$ cat config.mk
export PLATFORM = sky130hd
export DESIGN_NAME = if_fetch_flat
export DESIGN_NICKNAME = d
export VERILOG_FILES = /design/src/rtl/if_fetch_if.sv /design/src/rtl/if_fetch.sv /design/src/flat_wrapper.sv
export SDC_FILE = /design/constraint.sdc
export NUM_CORES = 1
export LEC_CHECK = 0
export CORE_ASPECT_RATIO = 1.2
export CORE_MARGIN = 2
export CORE_UTILIZATION = 30
export DETAILED_ROUTE_END_ITERATION = 12
export GPL_TIMING_DRIVEN = 0
export PLACE_DENSITY = 0.5
export SETUP_SLACK_MARGIN = 0.15
export SLEW_MARGIN = 20
export SYNTH_ARGS = -nofsm -noshare
export SYNTH_HDL_FRONTEND = slang
export SYNTH_SLANG_ARGS = --single-unit
$ cat constraint.sdc
create_clock -name clk -period 4.5 [get_ports clk]
set_input_delay 0.45 -clock clk [delete_from_list [all_inputs] [get_ports clk]]
set_output_delay 0.45 -clock clk [all_outputs]
set_load 0.01 [all_outputs]
$ cat src/rtl/if_fetch_if.sv
// Fetch-stage bundle: instruction-memory request/response, redirect from execute,
// and the decode-side valid/ready instruction handshake.
interface if_fetch_if;
  logic        imem_req;
  logic [31:0] imem_addr;
  logic        imem_ack;
  logic [31:0] imem_rdata;
  logic        redirect;
  logic [31:0] redirect_pc;
  logic        inst_valid;
  logic        inst_ready;
  logic [31:0] inst;
  logic [31:0] inst_pc;
  logic [6:0]  opcode;
  logic        inst_pred;

  modport master (
    output imem_req, imem_addr, inst_valid, inst, inst_pc, opcode, inst_pred,
    input  imem_ack, imem_rdata, redirect, redirect_pc, inst_ready
  );

  modport slave (
    input  imem_req, imem_addr, inst_valid, inst, inst_pc, opcode, inst_pred,
    output imem_ack, imem_rdata, redirect, redirect_pc, inst_ready
  );
endinterface

$ cat src/rtl/if_fetch.sv
// RV32I fetch stage: one outstanding imem request, 2-entry instruction queue to decode.
// Define IF_STATIC_PRED_EN for backward-taken static prediction of conditional branches.
module if_fetch #(
  parameter logic [31:0] RESET_PC = 32'h0000_0000
) (
  input logic        clk,
  input logic        rst_n,
  if_fetch_if.master bus
);

  typedef enum logic [1:0] {RST, REQ, HOLD} state_t;

  state_t      state_q, state_nxt;
  logic [31:0] addr_q, addr_nxt;
  logic [31:0] tgt_q, tgt_nxt;
  logic        squash_q, squash_nxt;
  logic [1:0]  cnt_q, cnt_nxt;

  logic [31:0] q0_inst, q0_pc, q1_inst, q1_pc;
  logic        q0_pred, q1_pred;

  logic        pop, push, wr_hi, pred_hit;
  logic [31:0] seq_pc, redir_pc;

`ifdef IF_STATIC_PRED_EN
  function automatic logic is_bwd_branch(input logic [31:0] w);
    return (w[6:0] == 7'b1100011) && w[31];
  endfunction

  function automatic logic signed [31:0] b_imm(input logic [31:0] w);
    return {{20{w[31]}}, w[7], w[30:25], w[11:8], 1'b0};
  endfunction

  assign pred_hit = is_bwd_branch(bus.imem_rdata);
  assign seq_pc   = pred_hit ? addr_q + b_imm(bus.imem_rdata) : addr_q + 32'd4;
`else
  assign pred_hit = 1'b0;
  assign seq_pc   = addr_q + 32'd4;
`endif

  assign redir_pc = bus.redirect_pc & ~32'd3;

  // A squashed or redirected response never enters the queue.
  assign pop   = (cnt_q != 2'd0) && bus.inst_ready;
  assign push  = (state_q == REQ) && bus.imem_ack && !squash_q && !bus.redirect;
  assign wr_hi = (cnt_q == 2'd1) && !pop;

  always_comb begin
    cnt_nxt = cnt_q;
    if (bus.redirect)
      cnt_nxt = 2'd0;
    else if (push && !pop)
      cnt_nxt = cnt_q + 2'd1;
    else if (pop && !push)
      cnt_nxt = cnt_q - 2'd1;
  end

  always_comb begin
    state_nxt  = state_q;
    addr_nxt   = addr_q;
    tgt_nxt    = tgt_q;
    squash_nxt = squash_q;
    unique case (state_q)
      RST: begin
        state_nxt = REQ;
        if (bus.redirect) addr_nxt = redir_pc;
      end
      REQ: begin
        if (bus.imem_ack) begin
          squash_nxt = 1'b0;
          if (bus.redirect)
            addr_nxt = redir_pc;
          else if (squash_q)
            addr_nxt = tgt_q;
          else begin
            addr_nxt = seq_pc;
            if (cnt_nxt == 2'd2) state_nxt = HOLD;
          end
        end else if (bus.redirect) begin
          // Address must stay stable until the ack; remember where to go next.
          squash_nxt = 1'b1;
          tgt_nxt    = redir_pc;
        end
      end
      HOLD: begin
        if (bus.redirect) begin
          addr_nxt  = redir_pc;
          state_nxt = REQ;
        end else if (cnt_nxt != 2'd2) begin
          state_nxt = REQ;
        end
      end
      default: state_nxt = RST;
    endcase
  end

  always_ff @(posedge clk or negedge rst_n) begin
    if (!rst_n) begin
      state_q  <= RST;
      addr_q   <= RESET_PC;
      tgt_q    <= RESET_PC;
      squash_q <= 1'b0;
      cnt_q    <= 2'd0;
    end else begin
      state_q  <= state_nxt;
      addr_q   <= addr_nxt;
      tgt_q    <= tgt_nxt;
      squash_q <= squash_nxt;
      cnt_q    <= cnt_nxt;
    end
  end

  // Shift queue: entry 0 is always the head presented to decode.
  always_ff @(posedge clk or negedge rst_n) begin
    if (!rst_n) begin
      q0_inst <= 32'd0;
      q0_pc   <= 32'd0;
      q0_pred <= 1'b0;
      q1_inst <= 32'd0;
      q1_pc   <= 32'd0;
      q1_pred <= 1'b0;
    end else begin
      if (pop) begin
        q0_inst <= q1_inst;
        q0_pc   <= q1_pc;
        q0_pred <= q1_pred;
      end
      if (push) begin
        if (wr_hi) begin
          q1_inst <= bus.imem_rdata;
          q1_pc   <= addr_q;
          q1_pred <= pred_hit;
        end else begin
          q0_inst <= bus.imem_rdata;
          q0_pc   <= addr_q;
          q0_pred <= pred_hit;
        end
      end
    end
  end

  assign bus.imem_req   = (state_q == REQ);
  assign bus.imem_addr  = addr_q;
  assign bus.inst_valid = (cnt_q != 2'd0);
  assign bus.inst       = q0_inst;
  assign bus.inst_pc    = q0_pc;
  assign bus.inst_pred  = q0_pred;
  assign bus.opcode     = (cnt_q != 2'd0) ? q0_inst[6:0] : 7'd0;

endmodule

$ cat src/flat_wrapper.sv
// flat-port wrapper written by rule: the top's interface ports become plain ports
module if_fetch_flat 
#(
  parameter logic [31:0] RESET_PC = 32'h0000_0000
)
  (clk, rst_n, bus_imem_req, bus_imem_addr, bus_inst_valid, bus_inst, bus_inst_pc, bus_opcode, bus_inst_pred, bus_imem_ack, bus_imem_rdata, bus_redirect, bus_redirect_pc, bus_inst_ready);
  if_fetch_if bus_i ();
  input logic clk;
  input logic rst_n;
  output wire logic [$bits(bus_i.imem_req)-1:0] bus_imem_req;
  output wire logic [$bits(bus_i.imem_addr)-1:0] bus_imem_addr;
  output wire logic [$bits(bus_i.inst_valid)-1:0] bus_inst_valid;
  output wire logic [$bits(bus_i.inst)-1:0] bus_inst;
  output wire logic [$bits(bus_i.inst_pc)-1:0] bus_inst_pc;
  output wire logic [$bits(bus_i.opcode)-1:0] bus_opcode;
  output wire logic [$bits(bus_i.inst_pred)-1:0] bus_inst_pred;
  input wire logic [$bits(bus_i.imem_ack)-1:0] bus_imem_ack;
  input wire logic [$bits(bus_i.imem_rdata)-1:0] bus_imem_rdata;
  input wire logic [$bits(bus_i.redirect)-1:0] bus_redirect;
  input wire logic [$bits(bus_i.redirect_pc)-1:0] bus_redirect_pc;
  input wire logic [$bits(bus_i.inst_ready)-1:0] bus_inst_ready;
  assign bus_imem_req = bus_i.imem_req;
  assign bus_imem_addr = bus_i.imem_addr;
  assign bus_inst_valid = bus_i.inst_valid;
  assign bus_inst = bus_i.inst;
  assign bus_inst_pc = bus_i.inst_pc;
  assign bus_opcode = bus_i.opcode;
  assign bus_inst_pred = bus_i.inst_pred;
  assign bus_i.imem_ack = bus_imem_ack;
  assign bus_i.imem_rdata = bus_imem_rdata;
  assign bus_i.redirect = bus_redirect;
  assign bus_i.redirect_pc = bus_redirect_pc;
  assign bus_i.inst_ready = bus_inst_ready;
  if_fetch #(.RESET_PC(RESET_PC)) u_core (.clk(clk), .rst_n(rst_n), .bus(bus_i));
endmodule
# ---- After elaboration in Yosys (flattened, before gate mapping)
# Index checks and enable logic that the tools add are counted.
dict set report op_classes {
  eq_ne 11
  n_reduce_logical 21
  mux 27
  addsub 3
  bitwise_logic 1
}
# operator count
set op_table {}
lappend op_table {{two-way mux 32 bit} 10}
lappend op_table {{one-hot mux 32 bit (2 select lines)} 1}
lappend op_table {{adder 32 x 3 -> 32 bit, second input constant} 1}
lappend op_table {{two-way mux 2 bit} 9}
lappend op_table {{logical AND 1 bit} 7}
lappend op_table {{two-way mux 7 bit} 1}
lappend op_table {{inequality test 2 x 1 -> 1 bit, second input constant} 3}
lappend op_table {{inequality test 2 bit, second input constant} 3}
lappend op_table {{one-hot mux 2 bit (3 select lines)} 1}
lappend op_table {{AND reduction 3 bit} 2}
lappend op_table {{nonzero test 2 bit} 3}
lappend op_table {{two-way mux 1 bit} 5}
lappend op_table {{AND reduction 5 bit} 1}
lappend op_table {{equality test 2 x 1 -> 1 bit, second input constant} 2}
lappend op_table {{equality test 2 bit, second input constant} 2}
lappend op_table {{zero test 1 bit} 4}
lappend op_table {{AND reduction 2 bit} 2}
lappend op_table {{inequality test 3 x 2 -> 1 bit, second input constant} 1}
lappend op_table {{adder 2 x 1 -> 2 bit, second input constant} 1}
lappend op_table {{zero test 2 bit} 1}
lappend op_table {{OR reduction 2 bit} 1}
lappend op_table {{subtractor 2 x 1 -> 2 bit, second input constant} 1}
lappend op_table {{NOT 1 bit} 1}
dict set report totals {
  ff_bits 196
  in_bits 69
  wordCells 73
  out_inout_bits 106
}

# ---- Depth between registers and ports, before layout
dict set report logic_depth {
  depth_word 15
  depth_mapped 9
  ltp_nobuf 7
}

# ---- Worst setup path after synthesis
# Ideal clock, no wire load.
dict set report synth_timing {
  kind {register -> register}
  start {register u_core.cnt_q[0]}
  end {register u_core.q1_inst[0]}
  stages_incl_launch_ff 9
  t_arrival_ns 1.872
  path_buffers 3
  path_slack_ns 2.503
  setup_time_ns 0.125
  t_required_ns 4.375
  period_less_slack_ns 1.997
  path_cell_list {dfrtp_1 inv_1 ha_1 nand2b_1 buf_2 and3_1 buf_2 buf_4 mux2_2}
}
dict set report synth_via {
  elab_chain_len 5
  word_cells_on_any_way 6
  cone_classes {1 x eq/ne; 5 x reduce/logical}
}
# item line_no
set synth_rtl {}
lappend synth_rtl {{start: declaration} if_fetch.sv:17} ;# logic [1:0] cnt_q, cnt_nxt;
lappend synth_rtl {{start signal: assignment} if_fetch.sv:109} ;# cnt_q <= cnt_nxt;
lappend synth_rtl {{nonzero test 2 bit} if_fetch.sv:44} ;# assign pop = (cnt_q != 2'd0) && bus.inst_ready;
lappend synth_rtl {{logical AND 1 bit} if_fetch.sv:44}
lappend synth_rtl {{zero test 1 bit} if_fetch.sv:46} ;# assign wr_hi = (cnt_q == 2'd1) && !pop;
lappend synth_rtl {{logical AND 1 bit *} if_fetch.sv:46}
lappend synth_rtl {{AND reduction 2 bit (no line) *} n/a}
lappend synth_rtl {{end signal: assignment} if_fetch.sv:130} ;# q1_inst <= bus.imem_rdata;
lappend synth_rtl {{end: declaration} if_fetch.sv:19} ;# logic [31:0] q0_inst, q0_pc, q1_inst, q1_pc;
# Mark *: on every way between the ends. The rest lies on a longest branch, timed or not.
# A chain may end at the register's enable or synchronous reset.

# ---- Worst setup path in the final report
dict set report layout_timing {
  start {register u_core.cnt_q[0]}
  end {register u_core.q0_pc[19], in the netlist u_core.bus.inst_pc[19]}
}
dict set report layout_via {
  elab_chain_len 6
  word_cells_on_any_way 8
  cone_classes {1 x eq/ne; 3 x mux; 4 x reduce/logical}
}
# item line_no
set layout_rtl {}
lappend layout_rtl {{nonzero test 2 bit} if_fetch.sv:44}
lappend layout_rtl {{logical AND 1 bit} if_fetch.sv:44}
lappend layout_rtl {{zero test 1 bit} if_fetch.sv:46}
lappend layout_rtl {{logical AND 1 bit} if_fetch.sv:46}
lappend layout_rtl {{two-way mux 32 bit} if_fetch.sv:129} ;# if (wr_hi) begin
lappend layout_rtl {{two-way mux 32 bit *} if_fetch.sv:128} ;# if (push) begin
lappend layout_rtl {{end signal: assignment} if_fetch.sv:125} ;# q0_pc <= q1_pc;
lappend layout_rtl {{end signal: assignment} if_fetch.sv:135} ;# q0_pc <= addr_q;
lappend layout_rtl {{end: declaration} if_fetch.sv:19}
# Marks and branches as above.

==> results.toml <==
[grt]
grt_max_degree = 89
grt_pass1_vias = 7111
antenna_found_initial = 0
track_usage = 0.171
overflow = 0
grt_pass1_wl_mm = 41.7

[routing]
firstDrtPassIters = 7
drc = 0
highest_layer = "met4"
detail-route-antenna-nets = 0
dr_wl_met2_mm = 13.1
drt_iter0_drc = 457
met1_length_mm = 11.8
via_per_inst = 4.98
wl_met3_mm = 1.06
avgRoutedWirePerCell_um = 18.7
wirelength_mm = 26.2
vias = 6969

[floorplan]
die_w_um = 162
io-pin-count = 175
die_y_um = 194
start_util = 0.305
die-area_um2 = 31500
row_count = 69
core_um2 = 29600

[pwr]
pwr-share-comb = 0.352
p_per_area_nw_per_um2 = 599
pwr-share-clk = 0.243
total_power_w = 0.00716
leakagePower_nw = 4.88
switching_share = 0.330
seq_power_share = 0.405
power.internal_w = 0.00480
ir_drop_uv = 233
p_switching_w = 0.00237

[synthesis]
yosysTopAreaCellShare = 0.532
ys_types = 55
yosysMostFrequentCell = "dfrtp_1"
netlist_area_um2 = 9030
seq_area_frac_synth = 0.532
async_flop_share = 1.00
synth_edf_count = 0
synth.top_cells.by_count = "dfrtp_1 (192), nand2_1 (96), o21ai_0 (92)"
yosys-top-cells-area = "dfrtp_1 (53%), mux2_2 (11%), mux2i_1 (7.4%)"
post-synth-top-area-cell = "dfrtp_1"
synth_cells = 804
synth_ff_type = "dfrtp_1"
ys_warn_count = 0
ys_ff_latch = 192
syn_avg_cell_area_um2 = 11.2

[worst_setup_path]
path_class = "reg2reg"
reg2reg_slack_ns = 1.88
reg2reg_depth = 8
critical_path.endpoint_type = "flip-flop"
critPathArrivalTime_ns = 2.91
worst-endpoint-required_ns = 4.79
crit-reg2reg-launch = "u_core.cnt_q[0]$_DFF_PN0_"
start_kind = "flip-flop"
timing.rr.end = "u_core.bus.inst_pc[19]$_DFF_PN0_"
cp_max_fo = 10

[cells_and_area]
n_antenna_cell = 0
post-route-util = 0.404
layout.nets = 1069
drive_gt1_frac = 0.172
nFillCells = 2889
area_growth_pct = 32.5
fin_area_um2 = 12000

[sta]
drv_slew = 0
clock_skew_ns = 0.0147
grt_setup_unrepaired = "no"
holdWs_ns = 0.478
setup_viol = 0
final-hold-violation-count = 0
maxSlewHeadroom = 0.362
worst_slew_pin_slew_ns = 0.948
period_minus_slack_ns = 2.62
max_freq_ghz = 0.381
fin_crit_sh = 0.583

[cts]
cts_tree = "built"
htree_levels = 4
clk_latency_ns = 0.44
cts-root-buf = "clkbuf_16"
post_cts_buffers = 0
ctsResizeCount = 0
numCtsBuffers = 17
clockBufferDepth = 2
path_clk_slew_ns = 0.07
numClockSinks = 192
postCtsHoldBufs = 1

[place]
portBuffers = 170
place_area_um2 = 11300
gp_congestion = 0.797
hpwl_mm = 18.5

[job]
cap_violations = 0

[run_status]
status = "finished clean"

[min_path]
hp-class = "in2async"
==> placed cells by master (no fill, tap or decap), types with 5 or more instances in the layout <==
cell type / netlist / final
nand3_1: 14 / 14
bufinv_16: 0 / 5
xor2_1: 16 / 16
o21ai_0: 92 / 92
clkbuf_1: 25 / 25
buf_4: 11 / 11
mux2i_1: 67 / 67
mux2_2: 90 / 90
inv_1: 7 / 7
nor2_1: 18 / 18
a221oi_1: 11 / 11
nor2b_1: 10 / 10
nand2_1: 96 / 96
and3_1: 19 / 19
nand4_1: 9 / 9
buf_2: 23 / 23
xnor2_1: 6 / 6
dfrtp_1: 192 / 192
a21oi_1: 27 / 27
nor3_1: 5 / 5
clkdlybuf4s50_1: 0 / 169
clkbuf_16: 0 / 17
o211ai_1: 8 / 8
==> power groups by stage <==
stage          registers [W]  clock network, W  logic [W]
4_1_cts              0.00292           0.00179    0.00257
2_1_floorplan        0.00293                 0    0.00125
3_3_place_gp         0.00294                 0    0.00252
5_1_grt              0.00300           0.00185    0.00277
6_report             0.00290           0.00174    0.00252
3_5_place_dp         0.00295                 0    0.00256
==> worst max-delay path: stages, from the launching register on <==
cell and delay (ns):
dfrtp_1 0.43, inv_1 0.08, ha_1 0.38, nor2b_1 0.16, clkbuf_1 0.32, buf_2 0.38, buf_2 0.40, mux2i_1 0.24
o21ai_0 0.10
==> worst max-delay path by stage <==
stage / from / end / depth (start not counted)
floorplan: u_core.cnt_q[0]$_DFF_PN0_ / u_core.q1_inst[0]$_DFFE_PN0P_ / 8
global placement: rst_n / u_core.bus.inst[25]$_DFF_PN0_ / 1
detailed placement: bus_imem_ack / u_core.bus.inst_pc[27]$_DFF_PN0_ / 7
finish: u_core.cnt_q[0]$_DFF_PN0_ / u_core.bus.inst_pc[19]$_DFF_PN0_ / 8
global route: u_core.cnt_q[0]$_DFF_PN0_ / u_core.bus.inst_pc[23]$_DFF_PN0_ / 8
CTS: u_core.cnt_q[0]$_DFF_PN0_ / u_core.bus.inst_pc[19]$_DFF_PN0_ / 8
==> routing by layer <==
layer,GRT usage,up-vias
met3,0.0278,15
met1,0.229,3499
li1,-,3264
met2,0.287,191
met4,0.0442,0
met5,0,-
==> logic make-up after synthesis <==
kind of cell	Yosys count	share of synthesized area
AND/OR/NAND/NOR	201	0.115
AO/OA/AOI/OAI	161	0.104
XOR/XNOR	22	0.0213
adder cells (fa/ha/maj)	3	0.00416
buffers and inverters	67	0.0358
other	1	0.000415
flip-flops	192	0.532
multiplexers	157	0.187
==> area by class of cell <==
class                   instances  area [um^2]  area share
clock inverters                12          204      0.0171
flip-flops and latches        192         4800       0.402
clock buffers                  20          467      0.0390
plain buffers                  60          297      0.0248
multi-input cells             546         3900       0.326
inverters                       7         26.3     0.00220
well taps                     390          488      0.0408
repair buffers                173         1770       0.148
==> registers in the layout, summed over array words and instances, names as in the netlist, 2 cells and up <==
name / cells
u_core.bus.imem_addr: 30
u_core.bus.inst: 32
u_core.bus.inst_pc: 32
u_core.cnt_q: 2
u_core.q1_inst: 32
u_core.q1_pc: 30
u_core.state_q: 2
u_core.tgt_q: 30
==> per-stage QoR <==
step	setup slack [ns]	std cells	setup TNS, ns
finish	1.88	1400	0
global route	1.61	1400	0
CTS	1.80	1400	0
detailed placement	1.39	1367	0
global placement	-5.69	1365	-1089.45
floorplan	2.50	805	0
Note: power is estimated with default switching activity, not from simulation.
